===== src/rtl/switch_op_select.sv =====
// Operator-select front end: synchronises and debounces the DIP switches, decodes a one-hot
// operator and offers each new operator to the calculator control FSM over a valid/ack handshake.
module switch_op_select #(
    parameter int N_SW            = 8,
    parameter int DEBOUNCE_CYCLES = 16,
    parameter int HOLD_MODE       = 0
) (
    input  logic            clk,
    input  logic            rst,
    input  logic [N_SW-1:0] i_sw_dip,
    input  logic            i_op_ack,
    output logic [N_SW-1:0] o_led,
    output logic [7:0]      o_lcd,
    output logic [3:0]      o_op,
    output logic            o_op_valid,
    output logic            o_err,
    output logic            o_overrun
);

    localparam int CNT_W = (DEBOUNCE_CYCLES > 1) ? $clog2(DEBOUNCE_CYCLES) : 1;
    localparam logic [CNT_W-1:0] CNT_MAX = CNT_W'(DEBOUNCE_CYCLES - 1);
    localparam logic [7:0] LCD_BLANK = 8'h20;

    logic [N_SW-1:0]  sync1, sync2, cand, stable;
    logic [CNT_W-1:0] cnt;

    logic            multi_hot, legal, new_event;
    logic [3:0]      sel_code, nxt_op;
    logic [N_SW-1:0] nxt_led;
    logic [7:0]      nxt_lcd;

    function automatic logic [7:0] lcd_char(input logic [3:0] code);
        case (code)
            4'd1:    return 8'h2B;
            4'd2:    return 8'h2D;
            4'd3:    return 8'hD7;
            4'd4:    return 8'h2F;
            4'd5:    return 8'hF7;
            4'd6:    return 8'h5E;
            4'd7:    return 8'h21;
            4'd8:    return 8'h3D;
            default: return LCD_BLANK;
        endcase
    endfunction

    // Switch bit i selects operator N_SW-1-i, whose code is one higher.
    always_comb begin
        // NOTE: every always_comb output gets a default first so no path leaves it unassigned,
        // which is what would otherwise infer a latch.
        sel_code  = 4'd0;
        multi_hot = (stable & (stable - N_SW'(1))) != '0;
        legal     = (stable != '0) && !multi_hot;
        for (int i = 0; i < N_SW; i++) begin
            if (stable[i]) sel_code = 4'(N_SW - i);
        end
    end

    always_comb begin
        nxt_led = o_led;
        nxt_lcd = o_lcd;
        nxt_op  = o_op;
        if (legal) begin
            nxt_led = stable;
            nxt_op  = sel_code;
            nxt_lcd = lcd_char(sel_code);
        end else if (HOLD_MODE == 0) begin
            nxt_led = '0;
            nxt_op  = 4'd0;
            nxt_lcd = LCD_BLANK;
        end
        new_event = (nxt_op != 4'd0) && (nxt_op != o_op);
    end

    // NOTE: all state below uses non-blocking assignments so every register samples
    // pre-edge values, regardless of statement order.
    always_ff @(posedge clk) begin
        if (rst) begin
            sync1      <= '0;
            sync2      <= '0;
            cand       <= '0;
            stable     <= '0;
            cnt        <= '0;
            o_led      <= '0;
            o_lcd      <= LCD_BLANK;
            o_op       <= 4'd0;
            o_op_valid <= 1'b0;
            o_err      <= 1'b0;
            o_overrun  <= 1'b0;
        end else begin
            sync1 <= i_sw_dip;
            sync2 <= sync1;

            // Any change restarts the window; cnt saturates once the candidate is accepted.
            if (sync2 != cand) begin
                cand <= sync2;
                cnt  <= '0;
            end else if (cnt < CNT_MAX) begin
                cnt <= cnt + CNT_W'(1);
            end else begin
                stable <= cand;
            end

            o_led <= nxt_led;
            o_lcd <= nxt_lcd;
            o_op  <= nxt_op;
            o_err <= multi_hot;

            if (new_event) begin
                o_op_valid <= 1'b1;
                o_overrun  <= o_op_valid && !i_op_ack;
            end else begin
                o_overrun <= 1'b0;
                if (i_op_ack) o_op_valid <= 1'b0;
            end
        end
    end

endmodule


===== config.mk =====
export PLATFORM = sky130hd
export DESIGN_NAME = switch_op_select
export DESIGN_NICKNAME = d
export VERILOG_FILES = /design/src/rtl/switch_op_select.sv
export SDC_FILE = /design/constraint.sdc
export NUM_CORES = 1
export LEC_CHECK = 0
export BUFFER_PORTS_ARGS = -buffer_cell sky130_fd_sc_hd__buf_2
export CAP_MARGIN = 15
export CORE_ASPECT_RATIO = 0.8
export CORE_MARGIN = 10
export CORE_UTILIZATION = 40
export DETAILED_ROUTE_END_ITERATION = 6
export SYNTH_ARGS = -nofsm -noshare
export SYNTH_HDL_FRONTEND = slang
export SYNTH_SLANG_ARGS = --single-unit

===== constraint.sdc =====
create_clock -name clk -period 5.1 [get_ports clk]
set_input_delay 0.255 -clock clk [delete_from_list [all_inputs] [get_ports clk]]
set_output_delay 0.255 -clock clk [all_outputs]
set_load 0.02 [all_outputs]

==> qor.csv <==
metric;value;unit
grt_overflow_total;0;
startpoint;stable[1]$_SDFFE_PP0P_;
hold_viol;0;
post-cts-setup-buffers;0;
worst-slew-pin-transition;0.714;ns
cts-root-buf;clkbuf_8;
drc_errors;0;
fmax;432;MHz
slowest_stage;dfxtp_1;
fin_crit_sh;45.4;%
grt_pass1_wl;7.25;mm
synth_cell_type_count;46;
drt-wirelength-per-cell;12.5;µm
area_growth;19.9;%
drive_gt1_share;25.7;%
hold_class;in2reg;
fin_nets;286;
swShare;18.8;%
worstSetupStartpointType;flip-flop;
die_y;88.9;µm
async_flop_share;0;%
vias;1664;
routed_via_density;4.71;
m1WireLength;2.32;mm
fp.dieW;106;µm
worstHoldStart;i_sw_dip[2];
multiInputGateArea;0.00110;mm²
synthTopCellsByArea;dfxtp_1, nor2b_1, mux2i_1, ha_1, nor2_1;
synth_top_family_by_area;simple AND/OR/NAND/NOR gates;
antenna_found_initial;0;
clk_pin_slew;0.07;ns
cp.required;5.33;ns
track_usage;9.96;%
timing.rr.start;stable[1]$_SDFFE_PP0P_;
clkPwrFrac;53.4;%
synth_cells;235;
status;complete, no violations;
grt_pass1_vias;1439;
path_buf_inv;1;
postRouteAntennaNets;0;
ff_latch_area;0.00118;mm²
synth_compound_area_share;7.38;%
setup_viol;0;
crit_fanout;9;
cts.sinks;59;
cp_cell_sequence;or2b_1 > a221oi_1 > nor2_1 > inv_1 > ha_1 > nor2_1 > o311ai_0 > nand2_1;
place.gp.congestion;0.829;
slew_viol_final;0;
cts_buffers;9;
fin_area;0.00285;mm²
grt_max_degree;39;
rsz0062_at_grt;no;
synth_edf_count;0;
synth_mux_area_share;5.54;%
tns;0;ns
fin_crit;2.32;ns
power.internal;0.869;mW
numPortBuffers;33;
ir_drop;211;µV
placementRows;25;
ioPinCount;34;
synthSimpleGateAreaFrac;24.5;%
synth_warnings;0;
p_switching;0.201;mW
htreeDepth;3;
max_stage_delay;0.49;ns
synth_area;0.00237;mm²
finalPower;1.07;mW
fin_skew;0.00751;ns
arrival;2.54;ns
synth_fa_ha_area_share;4.69;%
met2_length;1.69;mm
place_area;0.00257;mm²
place_ws;2.80;ns
clock_path_buffers;2;
dp_hpwl;3.15;mm
yosysTopAreaCellShare;49.8;%
synth_seq_area_share;49.8;%
highest-signal-layer;met4;
crit_family;compound AO/OA/AOI/OAI gates;
ys.flop_type;dfxtp_1;
ys_top_cells_by_count;dfxtp_1, nor2_1, nor2b_1, mux2i_1;
cts_tree;done;
synth.avg_cell_area;10.1;µm²
synth_top_area_cell;dfxtp_1;
slew-limit-headroom;52.1;%
n_fill_cell;585;
comb_power_share;2.3;%
final.setup.worst_slack;2.78;ns
cts_resized;0;
synth_xor_area_share;4.43;%
core_area;0.00582;mm²
max_cap_violations;0;
endpoint_kind;flip-flop;
detail_route.first_pass.iterations;4;
worstSkewPairLatency;0.34;ns
diodes;0;
power.density;376;mW/mm²
initial_utilization;40.8;%
critical_path_class;reg2reg;
wl_met3;341;µm
power_frac_seq;44.3;%
fp.dieArea;0.00943;mm²
cp_common_cell;nor2_1;
ys_ff_latch;59;
yosysMostFrequentCell;dfxtp_1;
drt_wl_total;4.42;mm
syn_nets;254;
cts_hold_buf;0;
drtIter0Drc;91;
leakagePower;1.21;nW
-- cell usage in the layout, fill, tap and decap left out, types with 3 or more instances in the layout --
master and count:
nand2_1 8, o21ai_0 6, and3_2 9, nor2b_1 25, dfxtp_1 59, nand4_1 3, a21oi_1 5, nand3_2 3
clkbuf_8 10, ha_1 8, buf_2 33, inv_1 5, nand3_1 5, xnor2_1 9, mux2i_1 12, xor2_1 3
nor3_1 5, bufinv_16 4, nor2_1 25
-- registers in the layout (all words and copies together) (netlist names) --
register    cells
o_overrun       1
o_led           8
sync1           8
o_op_valid      1
o_op            4
sync2           8
o_err           1
o_lcd           8
cand            8
cnt             4
stable          8
-- worst reg2reg max path, delay by kind of cell (launching register included) --
| family | cells | cell delay (ns) |
|---|---|---|
| AOI/OAI and AO/OA | 2 | 0.74 |
| and+or+nand+nor | 4 | 0.64 |
| DFF | 1 | 0.49 |
| adders and majority gates | 1 | 0.19 |
| buffers and inverters | 1 | 0.16 |
-- power groups by stage --
stage | sequential (mW) | clock (mW) | combinational (mW)
after floorplan | 0.483 | 0 | 0.0191
after global placement | 0.484 | 0 | 0.0249
after detailed placement | 0.484 | 0 | 0.0250
after CTS | 0.473 | 0.584 | 0.0251
after global routing | 0.474 | 0.604 | 0.0285
final | 0.473 | 0.571 | 0.0249
-- worst paths after layout --
kind | endpoint | slack [ns] | cells past startpoint
setup / recovery | o_lcd[2]$_SDFF_PP0_ | 2.78 | 8
hold / removal | sync1[2]$_SDFF_PP0_ | 0.12 | 2
setup reg to reg | o_lcd[2]$_SDFF_PP0_ | 2.78 | 8
hold reg to reg | sync2[5]$_SDFF_PP0_ | 0.43 | 1
-- per-stage QoR --
stage / std cells / utilization (%) / hold WS [ns]
5_1_grt: 353 / 48.9 / 0.0971
3_5_place_dp: 337 / 44.2 / 0.423
2_1_floorplan: 235 / - / 0.383
4_1_cts: 353 / 48.9 / 0.104
3_3_place_gp: 337 / 44.2 / 0.418
6_report: 353 / 48.9 / 0.118
-- logic make-up (layout without fill, tap and decap cells) --
kind of cell / Yosys count / count (layout)
adder cells (fa/ha/maj): 9 / 9
XOR/XNOR: 12 / 12
buffers and inverters: 17 / 54
AND/OR/NAND/NOR: 99 / 99
AO/OA/AOI/OAI: 26 / 26
flip-flops: 59 / 59
multiplexers: 13 / 13
-- final cells by class --
cell class,count,area share (%)
Clock inverter,6,4.79
Timing Repair Buffer,33,5.80
Sequential cell,59,41.5
Inverter,5,0.660
Multi-Input combinational cell,159,38.8
Tap cell,81,3.56
Clock buffer,10,4.84
-- per-layer routing --
| layer | vias to the layer above | GRT usage, % |
|---|---|---|
| met2 | 46 | 12.1 |
| met3 | 6 | 5.76 |
| met1 | 744 | 13.5 |
| met5 | - | 0 |
| met4 | 0 | 4.42 |
| li1 | 868 | - |
(Power assumes the default switching activity.)
